==> src/rtl/piano_pkg.sv <==
// Shared constants, FSM state type and small lookup helpers for the
// free-play note path (key select, map slot lookup, music code arithmetic).
package piano_pkg;

    localparam logic [1:0] MODE_REMAP       = 2'b11;
    localparam logic [4:0] MUSIC_SILENT     = 5'd0;
    localparam logic [2:0] DEG_UNMAPPED     = 3'd7;
    localparam int         NOTES_PER_OCTAVE = 7;

    typedef enum logic [1:0] {
        ST_IDLE    = 2'd0,
        ST_PLAY    = 2'd1,
        ST_SUSTAIN = 2'd2
    } state_t;

    // Lowest key index wins; key k lives on bit 7-k of the key set.
    function automatic logic [2:0] pick_key(input logic [7:0] keys);
        logic [2:0] idx;
        idx = 3'd0;
        for (int k = 7; k >= 0; k--) begin
            if (keys[7-k]) idx = 3'(k);
        end
        return idx;
    endfunction

    // Slot k of the map is map[3k+2:3k].
    function automatic logic [2:0] slot_deg(input logic [23:0] map, input logic [2:0] idx);
        return map[int'(idx)*3 +: 3];
    endfunction

    // Octave 3 folds onto 2, so the result never exceeds 21.
    function automatic logic [4:0] note_code(input logic [2:0] deg, input logic [1:0] oct);
        logic [1:0] oct_c;
        oct_c = (oct == 2'd3) ? 2'd2 : oct;
        return 5'd1 + {2'b00, deg} + 5'(NOTES_PER_OCTAVE) * {3'b000, oct_c};
    endfunction

endpackage

==> src/rtl/key_sync_debounce.sv <==
// Two-flop synchronizer plus debounce for the eight touch keys. The accept
// pulse is combinational and fires in the cycle whose edge moves the stable
// counter to DEBOUNCE_CYCLES-1; key_set is the candidate set at that moment.
module key_sync_debounce
    import piano_pkg::*;
#(
    parameter int DEBOUNCE_CYCLES = 2_000_000
) (
    input  logic       clk,
    input  logic       reset,
    input  logic       clear,
    input  logic [7:0] touch,
    output logic [7:0] key_set,
    output logic       accept
);

    localparam int CW = $clog2(DEBOUNCE_CYCLES + 1);

    logic [7:0]    sync1;
    logic [7:0]    touch_s;
    logic [7:0]    cand;
    logic [CW-1:0] cnt;

    // Synchronize raw keys, track the candidate set and count stable cycles.
    always_ff @(posedge clk) begin
        if (reset) begin
            sync1   <= '0;
            touch_s <= '0;
            cand    <= '0;
            cnt     <= '0;
        end else begin
            sync1   <= touch;
            touch_s <= sync1;
            if (touch_s != cand) begin
                cand <= touch_s;
                cnt  <= '0;
            end else if (clear) begin
                cnt <= '0;
            end else if (cnt != CW'(DEBOUNCE_CYCLES)) begin
                cnt <= cnt + CW'(1);
            end
        end
    end

    // Saturation past DEBOUNCE_CYCLES-1 keeps this to one pulse per stable set.
    assign accept  = !clear && (touch_s == cand) && (cnt == CW'(DEBOUNCE_CYCLES - 2));
    assign key_set = cand;

endmodule

==> src/rtl/keymap_player.sv <==
// Free-play note generator: debounced key set -> priority key -> map lookup
// -> registered music code with a one-cycle note_on pulse.
// Optional feature macro: KEYMAP_PLAYER_SUSTAIN_EN adds a SUSTAIN state that
// holds the last note for SUSTAIN_CYCLES after release.
//
// state   | meaning
// --------+-------------------------------------------------------------
// IDLE    | silent, waiting for an accepted nonzero key set
// PLAY    | a key set is held; music latched at entry / re-evaluation
// SUSTAIN | keys released, last note held until the down-counter expires
module keymap_player
    import piano_pkg::*;
#(
    parameter int DEBOUNCE_CYCLES = 2_000_000,
    parameter int SUSTAIN_CYCLES  = 25_000_000
) (
    input  logic        clk,
    input  logic        reset,
    input  logic [1:0]  mode,
    input  logic [7:0]  touch,
    input  logic [23:0] an_jian,
    input  logic [1:0]  octave,
    output logic [4:0]  music,
    output logic [2:0]  key_idx,
    output logic        note_on
);

    if (DEBOUNCE_CYCLES < 2 || SUSTAIN_CYCLES < 1) begin : g_param_check
        $error("keymap_player: DEBOUNCE_CYCLES must be >= 2 and SUSTAIN_CYCLES >= 1");
    end

    state_t      state, state_n;
    logic [4:0]  music_n;
    logic [2:0]  key_idx_n;
    logic        note_on_n;
    logic [7:0]  cur_set, cur_set_n;

    logic [7:0]  key_set;
    logic        accept;
    logic        remap;
    logic [2:0]  sel_key;
    logic [2:0]  sel_deg;
    logic [4:0]  eval_music;

`ifdef KEYMAP_PLAYER_SUSTAIN_EN
    localparam int SW = $clog2(SUSTAIN_CYCLES + 1);
    logic [SW-1:0] sus_cnt, sus_cnt_n;
`endif

    assign remap = (mode == MODE_REMAP);

    key_sync_debounce #(
        .DEBOUNCE_CYCLES(DEBOUNCE_CYCLES)
    ) u_debounce (
        .clk    (clk),
        .reset  (reset),
        .clear  (remap),
        .touch  (touch),
        .key_set(key_set),
        .accept (accept)
    );

    assign sel_key    = pick_key(key_set);
    assign sel_deg    = slot_deg(an_jian, sel_key);
    assign eval_music = (sel_deg == DEG_UNMAPPED) ? MUSIC_SILENT : note_code(sel_deg, octave);

    // State and registered outputs.
    always_ff @(posedge clk) begin
        if (reset) begin
            state   <= ST_IDLE;
            music   <= MUSIC_SILENT;
            key_idx <= 3'd0;
            note_on <= 1'b0;
            cur_set <= 8'd0;
        end else begin
            state   <= state_n;
            music   <= music_n;
            key_idx <= key_idx_n;
            note_on <= note_on_n;
            cur_set <= cur_set_n;
        end
    end

`ifdef KEYMAP_PLAYER_SUSTAIN_EN
    // Sustain hold-time down-counter.
    always_ff @(posedge clk) begin
        if (reset) sus_cnt <= '0;
        else       sus_cnt <= sus_cnt_n;
    end
`endif

    // Next state and outputs; music is only recomputed on entry/re-evaluation,
    // which is what freezes a sounding note against map or octave edits.
    always_comb begin
        state_n   = state;
        music_n   = music;
        key_idx_n = key_idx;
        note_on_n = 1'b0;
        cur_set_n = cur_set;
`ifdef KEYMAP_PLAYER_SUSTAIN_EN
        sus_cnt_n = sus_cnt;
`endif
        if (remap) begin
            state_n   = ST_IDLE;
            music_n   = MUSIC_SILENT;
            key_idx_n = 3'd0;
            cur_set_n = 8'd0;
        end else begin
            case (state)
                ST_IDLE: begin
                    if (accept && key_set != 8'd0) begin
                        state_n   = ST_PLAY;
                        music_n   = eval_music;
                        key_idx_n = sel_key;
                        note_on_n = (eval_music != MUSIC_SILENT);
                        cur_set_n = key_set;
                    end
                end
                ST_PLAY: begin
                    if (accept) begin
                        if (key_set == 8'd0) begin
                            cur_set_n = 8'd0;
`ifdef KEYMAP_PLAYER_SUSTAIN_EN
                            state_n   = ST_SUSTAIN;
                            sus_cnt_n = SW'(SUSTAIN_CYCLES - 1);
`else
                            state_n   = ST_IDLE;
                            music_n   = MUSIC_SILENT;
                            key_idx_n = 3'd0;
`endif
                        end else if (key_set != cur_set) begin
                            music_n   = eval_music;
                            key_idx_n = sel_key;
                            note_on_n = (eval_music != MUSIC_SILENT) && (eval_music != music);
                            cur_set_n = key_set;
                        end
                    end
                end
`ifdef KEYMAP_PLAYER_SUSTAIN_EN
                ST_SUSTAIN: begin
                    if (accept && key_set != 8'd0) begin
                        state_n   = ST_PLAY;
                        music_n   = eval_music;
                        key_idx_n = sel_key;
                        note_on_n = (eval_music != MUSIC_SILENT);
                        cur_set_n = key_set;
                    end else if (sus_cnt == '0) begin
                        state_n   = ST_IDLE;
                        music_n   = MUSIC_SILENT;
                        key_idx_n = 3'd0;
                    end else begin
                        sus_cnt_n = sus_cnt - SW'(1);
                    end
                end
`endif
                default: begin
                    state_n   = ST_IDLE;
                    music_n   = MUSIC_SILENT;
                    key_idx_n = 3'd0;
                    cur_set_n = 8'd0;
                end
            endcase
        end
    end

endmodule

==> config.mk <==
export PLATFORM = sky130hd
export DESIGN_NAME = keymap_player
export DESIGN_NICKNAME = d
export VERILOG_FILES = /design/src/rtl/piano_pkg.sv /design/src/rtl/key_sync_debounce.sv /design/src/rtl/keymap_player.sv
export SDC_FILE = /design/constraint.sdc
export NUM_CORES = 1
export LEC_CHECK = 0
export ABC_CLOCK_PERIOD_IN_PS = 4150
export CAP_MARGIN = 20
export CORE_ASPECT_RATIO = 1.2
export CORE_UTILIZATION = 49
export DETAILED_ROUTE_END_ITERATION = 10
export PLACE_DENSITY = 0.76
export SETUP_SLACK_MARGIN = 0.3
export SYNTH_ARGS = -nofsm -noshare
export SYNTH_HDL_FRONTEND = slang
export SYNTH_SLANG_ARGS = --single-unit
==> constraint.sdc <==
create_clock -name clk -period 4.15 [get_ports clk]
set_clock_uncertainty 0.1 [all_clocks]
set_input_delay 0.415 -clock clk [delete_from_list [all_inputs] [get_ports clk]]
set_output_delay 0.415 -clock clk [all_outputs]
set_load 0.02 [all_outputs]
==> qor.yml <==
diodes: 0
met1Wirelength_mm: 3.156
hp-start: "u_debounce.sync1[4]"
final_area_um2: 4194
nets: 453
drtIter0Drc: 98
grt_overflow_total: 0
wl_per_cell_um: 13.68
clockRootBuffer: "clkbuf_8"
synthArstFlopShare: 0
die_h_um: 91.19
timing.reg2reg.setup_slack_ns: 0.53
syn_area_um2: 3248
worstSkewPairLatency_ns: 0.34
area_growth_pct: 29.12
start_util: 0.5070
multiInputGateArea_um2: 1972
die_area_um2: 6960
first_pass_iters: 4
drc: 0
fp.dieW_um: 76.33
path_max_fanout: 7
place_area_um2: 3800
num-fill-cells: 517
drtAntennaViolNets: 0
crit_type: "flop to flop"
clock_path_buffers: 2
rsz0062_at_grt: "false"
synth_cell_type_count: 55
final_cell_mix: "dfxtp_1 (60), clkdlybuf4s50_1 (46), nor2_1 (45), nor2b_1 (25), xnor2_1 (19)"
grt_pass1_vias: 2520
port_buffers: 46
ys_warn_count: 0
hold_depth: 1
num_rows: 32
maxCapViolations: 0
syn_avg_cell_area_um2: 9.228
p_per_area_nw_per_um2: 363.1
hold_viol_final: 0
dr_total_vias: 2624
path_cells: "nand2b_4, a221oi_4, buf_6, mux2_2, a21oi_1, nor2_1, ha_1, ha_1, a21o_2, a21oi_2, buf_4, nor4bb_4, a21oi_1, nand4b_1, a32oi_1"
peakVddDrop_uv: 394.8
antenna_found_initial: 0
slowest_delay_ns: 0.38
cp-start-kind: "flop"
crit_family: "compound AO/OA/AOI/OAI gates"
cts_sinks: 63
outcome: "completed"
setup_viol: 0
cts_tree: "built"
wl_met2_mm: 3.176
end_kind: "flop"
cp.required_ns: 4.31
drive_gt1_frac: 0.1756
setup-tns-final_ns: 0
grt_max_degree: 26
grt_use_total: 0.2038
clk_pin_slew_ns: 0.06
period_needed_ns: 3.625
worst_pin_slew_ns: 0.7034
layout_commonest_cell: "dfxtp_1"
numCtsBuffers: 9
worstHoldEndpoint: "u_debounce.touch_s[4]"
finalMaxSlewViolations: 0
ys_seq_elements: 63
wirelength_mm: 6.774
postSynthCellCount: 352
reg2reg_depth: 15
regArea_um2: 1270
critPathArrivalTime_ns: 3.79
worstHoldPathType: "flop to flop"
grt_first_pass_wirelength_mm: 11.30
core_um2: 6406
synth-edff-count: 0
max_freq_ghz: 0.2759
ios: 47
avgViaCountPerCell: 5.301
cpMaxStageDelayCell: "dfxtp_4"
finalCritPeriodShare: 0.8735
r2r_start: "u_debounce.key_set[1]"
wl_met3_um: 339
synth_nets: 400
critPathBufInv: 2
synth_ff_type: "dfxtp_1"
dr.max_layer_used: "met4"
htree_levels: 3
leakagePower_nw: 1.496
slew_headroom: 0.5311
r2r-end: "note_on"
globalplace.congestion: 0.7883
yosysSeqAreaShare: 0.3883
hpwl_mm: 4.837
[metal layers]
layer  track usage  vias up
li1              -     1317
met1        0.2511     1221
met2        0.3363       76
met3       0.04623       10
met4       0.09295        0
met5             0        -
[flip-flops by register name (all words and copies together) (netlist names)]
register,flops
cur_set,8
key_idx,3
music,5
note_on,1
state,1
u_debounce.cnt,21
u_debounce.key_set,8
u_debounce.sync1,8
u_debounce.touch_s,8
[metrics by stage]
step	util	hold WS, ns	setup slack, ns	std cells	total power, W
final	0.6547	0.3364	0.5251	495	0.001523
after global routing	0.6547	0.3624	0.2786	495	0.001590
after CTS	0.6336	0.3438	0.3042	490	0.001489
after detailed placement	0.5932	0.3278	0.00009726	471	0.0008804
after global placement	0.5932	0.3178	0.2206	471	0.0008737
after floorplan	-	0.3138	0.3247	352	0.0008050
[kinds of logic (layout without fill, tap and decap cells)]
kind of cell	after synthesis	after routing	synth area share
buffers and inverters	30	88	0.03967
AND/OR/NAND/NOR	146	146	0.2616
adder cells (fa/ha/maj)	10	10	0.04083
flip-flops	63	63	0.3883
AO/OA/AOI/OAI	46	46	0.1075
multiplexers	18	18	0.05701
XOR/XNOR	39	39	0.1052
[layout make-up]
cell class / count / share of cell area
sequential: 63 / 0.3028
multi-input combinational: 259 / 0.4702
timing repair buffer: 62 / 0.1393
clock inverter: 3 / 0.01551
tap: 85 / 0.02536
inverter: 10 / 0.008950
clock buffer: 13 / 0.03789
[what timing repair did]
| item | 4_1_cts | 5_1_grt |
|---|---|---|
| setup endpoints to repair | 1 | 4 |
| hold endpoints to repair | 0 | 0 |
| buffers inserted | 3 | 5 |
| hold buffers | 0 | 0 |
| pin swaps | 3 | 9 |
| resized for setup | 2 | 21 |
[Yosys cell counts (all sizes together), types with 2 or more instances]
cell type | number | share of area
dfxtp | 63 | 0.39
nor2 | 46 | 0.054
nor2b | 25 | 0.048
xor2 | 20 | 0.054
xnor2 | 19 | 0.051
a21oi | 16 | 0.027
clkbuf | 15 | 0.020
mux2i | 14 | 0.043
nand2 | 12 | 0.014
nor3 | 11 | 0.020
inv | 10 | 0.012
nand3 | 10 | 0.015
ha | 9 | 0.035
nand2b | 7 | 0.014
nand4 | 7 | 0.018
nor4 | 6 | 0.025
o21ai | 6 | 0.0092
a311o | 5 | 0.015
buf | 5 | 0.0077
a21o | 4 | 0.010
mux2 | 4 | 0.014
or3 | 4 | 0.0077
a221o | 3 | 0.0092
nand4b | 3 | 0.0081
or2 | 3 | 0.0058
a221oi | 2 | 0.0092
and2 | 2 | 0.0039
and3 | 2 | 0.0046
nand3b | 2 | 0.0046
nor4b | 2 | 0.0054
[how the worst max path moves through the flow]
stage | startpoint | end | slack (ns) | cells past startpoint
2_1_floorplan | u_debounce.key_set[1] | note_on | 0.32 | 16
3_3_place_gp | u_debounce.key_set[4] | note_on | 0.22 | 15
3_5_place_dp | u_debounce.key_set[4] | note_on | 0.0001 | 15
4_1_cts | u_debounce.key_set[1] | note_on | 0.30 | 15
5_1_grt | u_debounce.key_set[1] | note_on | 0.28 | 16
6_report | u_debounce.key_set[1] | note_on | 0.53 | 15
[where the power goes]
group          leakage, nW  switching (W)  internal [W]
combinational        0.868       0.000151      0.000158
clock                0.114       0.000221      0.000371
sequential           0.514     0.00000727      0.000614
total                 1.50       0.000380       0.00114
No activity file was read; power rests on OpenSTA's default activity.
